--- src/rtl/pipe_pkg.sv ---
// Shared pipeline constants: per-stage bundle widths, NOP control encoding and
// data lane indices used by every stage boundary register.
package pipe_pkg;

  localparam int unsigned STAGE_DATA_W    = 8;

  localparam int unsigned ID_EX_CTRL_W    = 24;
  localparam int unsigned ID_EX_NUM_DATA  = 8;
  localparam int unsigned EX_MEM_CTRL_W   = 16;
  localparam int unsigned EX_MEM_NUM_DATA = 4;
  localparam int unsigned MEM_WB_CTRL_W   = 8;
  localparam int unsigned MEM_WB_NUM_DATA = 3;

  // Widest control bundle any stage may carry; a NOP is all-zero at every width.
  localparam int unsigned CTRL_MAX_W = 64;
  localparam logic [CTRL_MAX_W-1:0] CTRL_NOP = '0;

  localparam int unsigned LANE_RD1    = 0;
  localparam int unsigned LANE_RD2    = 1;
  localparam int unsigned LANE_IMM    = 2;
  localparam int unsigned LANE_PC     = 3;
  localparam int unsigned LANE_PC1    = 4;
  localparam int unsigned LANE_SP     = 5;
  localparam int unsigned LANE_SP12   = 6;
  localparam int unsigned LANE_INPORT = 7;

endpackage

--- src/rtl/pipe_sat_counter.sv ---
// Saturating up-counter with synchronous clear; clear beats increment.
module pipe_sat_counter #(
  parameter int unsigned CNT_W = 8
) (
  input  logic             clk,
  input  logic             reset,
  input  logic             inc,
  input  logic             clr,
  output logic [CNT_W-1:0] cnt
);

  localparam logic [CNT_W-1:0] CNT_MAX = '1;

  always_ff @(posedge clk) begin
    if (!reset) begin
      cnt <= '0;
    end else if (clr) begin
      cnt <= '0;
    end else if (inc && (cnt != CNT_MAX)) begin
      cnt <= cnt + CNT_W'(1);
    end
  end

endmodule

--- src/rtl/pipe_stage_reg.sv ---
// Parametrised pipeline boundary register with valid/ready handshake, flush-to-NOP
// and a stall/bubble counter. Define PIPE_STAGE_SKID_EN for a one-entry skid buffer.
module pipe_stage_reg
  import pipe_pkg::*;
#(
  parameter int unsigned CTRL_W   = ID_EX_CTRL_W,
  parameter int unsigned DATA_W   = STAGE_DATA_W,
  parameter int unsigned NUM_DATA = ID_EX_NUM_DATA,
  parameter int unsigned CNT_W    = 8
) (
  input  logic                       clk,
  input  logic                       reset,
  input  logic                       flush,
  input  logic                       in_valid,
  output logic                       in_ready,
  input  logic [CTRL_W-1:0]          ctrl_in,
  input  logic [NUM_DATA*DATA_W-1:0] data_in,
  output logic                       out_valid,
  input  logic                       out_ready,
  output logic [CTRL_W-1:0]          ctrl_out,
  output logic [NUM_DATA*DATA_W-1:0] data_out,
  output logic [CNT_W-1:0]           stall_cnt,
  input  logic                       clr_cnt
);

  localparam int unsigned LANES_W = NUM_DATA * DATA_W;

  typedef struct packed {
    logic [CTRL_W-1:0]  ctrl;
    logic [LANES_W-1:0] data;
  } entry_t;

  localparam entry_t ENTRY_NOP = '{ctrl: CTRL_W'(CTRL_NOP), data: '0};

  entry_t incoming;
  entry_t main_q, main_d;
  logic   main_vld_q, main_vld_d;
  logic   xfer_in;
  logic   cnt_inc;

`ifdef PIPE_STAGE_SKID_EN
  entry_t skid_q, skid_d;
  logic   skid_vld_q, skid_vld_d;
`endif

  assign incoming = '{ctrl: ctrl_in, data: data_in};
  assign xfer_in  = in_valid && in_ready;

  // Flush reports ready so upstream retires the entry being discarded.
  always_comb begin
    in_ready = 1'b0;
    if (!reset) begin
      in_ready = 1'b0;
    end else if (flush) begin
      in_ready = 1'b1;
    end else begin
`ifdef PIPE_STAGE_SKID_EN
      in_ready = !skid_vld_q;
`else
      in_ready = out_ready || !main_vld_q;
`endif
    end
  end

`ifdef PIPE_STAGE_SKID_EN
  // Main slot refills from skid first so ordering is preserved.
  always_comb begin
    main_d     = main_q;
    main_vld_d = main_vld_q;
    skid_d     = skid_q;
    skid_vld_d = skid_vld_q;
    if (flush) begin
      main_d     = ENTRY_NOP;
      main_vld_d = 1'b0;
      skid_d     = ENTRY_NOP;
      skid_vld_d = 1'b0;
    end else if (!main_vld_q || out_ready) begin
      if (skid_vld_q) begin
        main_d     = skid_q;
        main_vld_d = 1'b1;
        if (xfer_in) begin
          skid_d = incoming;
        end else begin
          skid_d     = ENTRY_NOP;
          skid_vld_d = 1'b0;
        end
      end else if (xfer_in) begin
        main_d     = incoming;
        main_vld_d = 1'b1;
      end else begin
        main_d     = ENTRY_NOP;
        main_vld_d = 1'b0;
      end
    end else if (xfer_in) begin
      skid_d     = incoming;
      skid_vld_d = 1'b1;
    end
  end
`else
  // Single slot: load on accept, clear to NOP on drain, otherwise hold.
  always_comb begin
    main_d     = main_q;
    main_vld_d = main_vld_q;
    if (flush) begin
      main_d     = ENTRY_NOP;
      main_vld_d = 1'b0;
    end else if (xfer_in) begin
      main_d     = incoming;
      main_vld_d = 1'b1;
    end else if (main_vld_q && out_ready) begin
      main_d     = ENTRY_NOP;
      main_vld_d = 1'b0;
    end
  end
`endif

  always_ff @(posedge clk) begin
    if (!reset) begin
      main_q     <= ENTRY_NOP;
      main_vld_q <= 1'b0;
`ifdef PIPE_STAGE_SKID_EN
      skid_q     <= ENTRY_NOP;
      skid_vld_q <= 1'b0;
`endif
    end else begin
      main_q     <= main_d;
      main_vld_q <= main_vld_d;
`ifdef PIPE_STAGE_SKID_EN
      skid_q     <= skid_d;
      skid_vld_q <= skid_vld_d;
`endif
    end
  end

  assign out_valid = main_vld_q;
  assign ctrl_out  = main_q.ctrl;
  assign data_out  = main_q.data;

  // Stalled-full or bubble cycles are counted; flush cycles are not.
  assign cnt_inc = !flush && (!main_vld_q || !out_ready);

  pipe_sat_counter #(
    .CNT_W(CNT_W)
  ) u_stall_cnt (
    .clk  (clk),
    .reset(reset),
    .inc  (cnt_inc),
    .clr  (clr_cnt),
    .cnt  (stall_cnt)
  );

endmodule

--- config.mk ---
export PLATFORM = sky130hd
export DESIGN_NAME = pipe_stage_reg
export DESIGN_NICKNAME = d
export VERILOG_FILES = /design/src/rtl/pipe_pkg.sv /design/src/rtl/pipe_sat_counter.sv /design/src/rtl/pipe_stage_reg.sv
export SDC_FILE = /design/constraint.sdc
export NUM_CORES = 1
export LEC_CHECK = 0
export CAP_MARGIN = 20
export CORE_UTILIZATION = 25
export CTS_BUF_LIST = sky130_fd_sc_hd__clkbuf_16
export CTS_CLUSTER_SIZE = 24
export DETAILED_ROUTE_END_ITERATION = 8
export PLACE_DENSITY = 0.61
export REMOVE_ABC_BUFFERS = 1
export SLEW_MARGIN = 20
export SYNTH_ARGS = -nofsm -noshare
export SYNTH_HDL_FRONTEND = slang
export SYNTH_SLANG_ARGS = --single-unit
--- constraint.sdc ---
create_clock -name clk -period 3.7 [get_ports clk]
set_input_delay 0.555 -clock clk [delete_from_list [all_inputs] [get_ports clk]]
set_output_delay 0.555 -clock clk [all_outputs]
set_load 0.05 [all_outputs]
# After elaboration in Yosys (flattened, before gate mapping)

Cells that the tools add are included.

Word-level logic and storage cells: 25
Register bits: 97
Output and inout port bits: 98
Bits of input ports: 94

$add $sub $neg: 1
Eq/ne operators: 1
Reductions and logical operators: 12
Bitwise gates (word level): 1
Multiplexer cells: 6

Operator list:

| operator                                                       | number |
|---|---|
| 88-bit two-way mux                                             | 2 |
| 8-bit by 1-bit adder with 8-bit output (second input constant) | 1 |
| 8-bit != test (second input constant)                          | 1 |
| 1-bit logical AND                                              | 4 |
| 1-bit two-way mux                                              | 4 |
| 2-bit OR reduction                                             | 2 |
| 1-bit zero test                                                | 3 |
| 1-bit logical OR                                               | 2 |
| 2-bit nonzero test                                             | 1 |
| 1-bit inverter                                                 | 1 |

# Logic depth before layout (Yosys ltp)

Depth in word-level cells: 6
Mapped depth: 6
Mapped depth without buffers: 4

# By module

Synthesis repeated with hierarchy kept, for this count alone.

Cell total of the unflattened synthesis: 251
Area total of the unflattened synthesis: 3161.8 um^2

By module, submodules not included:

| module           | times used | area each (um^2) | cells an instance | seq. area each (um^2) |
|---|---|---|---|---|
| pipe_stage_reg   | 1          | 2740.1           | 205               | 1781.7 |
| pipe_sat_counter | 1          | 421.7            | 46                | 160.2 |

# Worst setup path before layout

No wires, ideal clock.

Path kind: flip-flop to output port
Start point: reg main_vld_q (netlist: out_valid)
End point: out in_ready
Stages on the path, launching flop included: 3
Setup slack: 1.944 ns
Path buffers: 0
Arrival: 1.201 ns
Required time: 3.145 ns
Cells stage by stage: dfxtp_1 nand2b_1 o21a_1

Cells in the longest elaborated chain, start to end: 4

Ends and longest elaborated chain:

| item                     | RTL line              | RTL |
|---|---|---|
| start: declaration       | pipe_stage_reg.sv:37  | `logic main_vld_q, main_vld_d;` |
| start signal: assignment | pipe_stage_reg.sv:127 | `main_vld_q <= main_vld_d;` |
| 1-bit zero test          | pipe_stage_reg.sv:60  | `in_ready = out_ready \|\| !main_vld_q;` |
| 1-bit logical OR         | pipe_stage_reg.sv:60  |  |
| 1-bit two-way mux        | pipe_stage_reg.sv:54  | `end else if (flush) begin` |
| 1-bit two-way mux        | pipe_stage_reg.sv:52  | `if (!reset) begin` |
| end: declaration         | pipe_stage_reg.sv:15  | `output logic in_ready,` |

Every way passes these cells.

# Worst setup path after layout

Start point: in out_ready
End point: out in_ready

Cells in the longest elaborated chain, start to end: 3

Ends and longest elaborated chain:

| item               | RTL line             | RTL |
|---|---|---|
| start: declaration | pipe_stage_reg.sv:19 | `input logic out_ready,` |
| 1-bit logical OR   | pipe_stage_reg.sv:60 |  |
| 1-bit two-way mux  | pipe_stage_reg.sv:54 |  |
| 1-bit two-way mux  | pipe_stage_reg.sv:52 |  |

Every way passes these cells.

==> metrics <==
Sink Count 97; VDD IR-drop max 0.000297 V; global-route wire length before repair 17500 µm; Final Setup Violations 0; Simple-Gate Fraction of Synth Area 0.216; mux contribution to synthesized area 0.220; critical path arrival 2250 ps; Final Hold Fails 0; CTS Root Buffer Type clkbuf_16; number of remaining DRC errors 0; Cells after Synth 446; CTS clk-pin slew, worst paths 60 ps; dominant cells by area after synthesis dfxtp_1 47%, mux2i_1 22%, nand3_1 11%, nand2_1 8.5%, buf_2 1.8%; max-cap violation count 0; die width 131 µm; WHS Endpoint data_out[43]; Tightest Hold Check Type reg2reg; Reg2Reg Depth 4; Compound-Gate Fraction of Synth Area 0.0312; f_max 357 MHz; static leakage 2.61 nW; fillers 1636; Final Max Slew Viols 0; status completed; I/O pins 192; Post-synth EDFFs 0; GPL Wtd Cong 0.745; skew final 3.32 ps; CTS buffer count 9; Slew @ Worst Pin 897 ps; Syn Area/Cell 9.27 µm²; Initial Util 0.258; CP Class in2out; final core utilization 0.403; initial drt markers 156; Post-CTS Resized 0; xor/xnor cell area share of the yosys netlist 0; WL per Instance 13.5 µm; Adder-Cell Fraction of Synth Area 0.00303; HPWL after DPL 7610 µm; flop-to-flop setup slack 1950 ps; final wirelength 11200 µm; number of global-route vias before repair 3662; Reg-to-Reg End data_out[52]; Mapped Area 4130 µm²; Bufs on Longest Clock Path 2; ANT cells 0; combinational family with the most area after synthesis multiplexers; Worst-Skew Late Latency 340 ps; fin crit period 2800 ps; gr usage total 0.131; grt ovf 0; Yosys cell types 31; share of cells above drive strength 1 0.0324; CP Max Fanout 4; Nets 708; Fin Hold WS 471 ps; Yosys top cell area share 0.470; yosys warns 0; worst rel slew slack 0.400; hold depth 2; CTS tree built; post-synthesis async set-or-reset flop share 0; PwrDens 365 nW/µm²; register area share after synthesis 0.470; via count 3747; synthesized flop and latch total 97; P&R area growth vs syn 56.1%; core footprint 16000 µm²; hold path start data_out[43]; largest net degree at the start of global routing 97; RSZ-0062 raised after global routing no; crit start category primary input; Setup Buffers After CTS 0; die area 17000 µm²; first-pass iteration count of the detailed router 4; antenna violations before repair 0; Crit. End Element primary output; Final Cycle Share 0.757; # rows 46; Port Buf Inserts 191; Routed Antenna Nets 0; area leader, netlist dfxtp_1; Top FF cell, synth dfxtp_1; H-tree depth 3; Required @ worst endpoint 3140 ps; worst r2r src out_valid; hold_buf cts 0; chip height 131 µm; via/cell ratio 4.49
-- layout by cell type (no fill, tap or decap), types with 2 or more instances in the layout --
cell,Yosys,layout
nand3_1,90,90
clkinv_1,0,3
clkdlybuf4s50_1,0,191
nand2b_1,3,3
clkbuf_16,0,9
a21oi_1,3,3
nand2_1,94,93
buf_12,0,3
a211oi_1,5,5
a31oi_1,3,3
inv_1,2,2
dfxtp_1,97,97
clkinvlp_4,0,2
mux2i_1,91,91
and2_1,3,3
-- per-layer routing --
metal / vias up / track usage / part of all wire
li1: 1870 / - / -
met1: 1739 / 0.146 / 0.43
met2: 127 / 0.224 / 0.47
met3: 11 / 0.0501 / 0.083
met4: 0 / 0.0500 / 0.013
met5: - / 0 / 0
-- state kept, by name, summed over array words and instances (netlist names) --
register and count:
u_stall_cnt.cnt 8, out_valid 1, ctrl_out 24, data_out 64
-- worst max path at each step --
stage | startpoint | endpoint | cells past startpoint
after floorplan | flush | ctrl_out[0] | 3
after global placement | out_ready | in_ready | 4
after detailed placement | out_ready | in_ready | 4
after CTS | out_ready | in_ready | 4
after global routing | out_ready | in_ready | 4
final | out_ready | in_ready | 4
-- Yosys cell counts, types with 2 or more instances --
| cell type | count |
|---|---|
| dfxtp_1 | 97 |
| a31oi_1 | 3 |
| buf_8 | 2 |
| buf_1 | 2 |
| buf_6 | 2 |
| a21oi_1 | 3 |
| mux2i_1 | 91 |
| buf_4 | 9 |
| inv_1 | 2 |
| nand2_1 | 94 |
| nand3_1 | 90 |
| buf_2 | 15 |
| a211oi_1 | 5 |
| nor2b_1 | 2 |
| nand2b_1 | 3 |
| and2_1 | 3 |
| clkbuf_1 | 9 |
-- kinds of logic (layout without fill, tap and decap cells) --
kind of cell,count (synthesis),in the layout
buffers and inverters,41,213
muxes,91,91
DFF,97,97
and+or+nand+nor,198,198
AOI/OAI and AO/OA,18,18
adders and majority gates,1,1
-- report_power, final --
| group | total [mW] | internal (mW) | leakage [nW] | switching (mW) |
|---|---|---|---|---|
| Clock | 0.910 | 0.516 | 0.134 | 0.395 |
| Sequential | 1.08 | 1.07 | 0.786 | 0.0129 |
| Combinational | 0.367 | 0.172 | 1.69 | 0.195 |
| Total | 2.36 | 1.76 | 2.61 | 0.602 |
-- per-stage QoR --
step / setup TNS [ps] / cell area, µm² / setup slack, ps / instances / power (mW)
floorplan: -277350 / 3900 / -3120 / 407 / 1.31
global placement: 0 / 6160 / 926 / 818 / 1.47
detailed placement: 0 / 6160 / 882 / 818 / 1.47
CTS: 0 / 6450 / 876 / 834 / 2.41
global route: 0 / 6450 / 830 / 834 / 2.47
finish: 0 / 6450 / 898 / 834 / 2.36
-- layout make-up --
type | count | area [µm²] | share of cell area
Inverter | 2 | 7.51 | 0.00116
Sequential cell | 97 | 1940 | 0.301
Timing Repair Buffer | 195 | 1980 | 0.307
Clock inverter | 7 | 61.3 | 0.00950
Clock buffer | 9 | 225 | 0.0349
Multi-Input combinational cell | 308 | 1970 | 0.305
Tap cell | 216 | 270 | 0.0419
-- worst max-delay path, stage by stage --
cell and delay [ps]:
clkdlybuf4s50_1 540, nand2b_1 210, o21a_1 140, clkdlybuf4s50_1 800
Power figures use the tool's default switching activity.
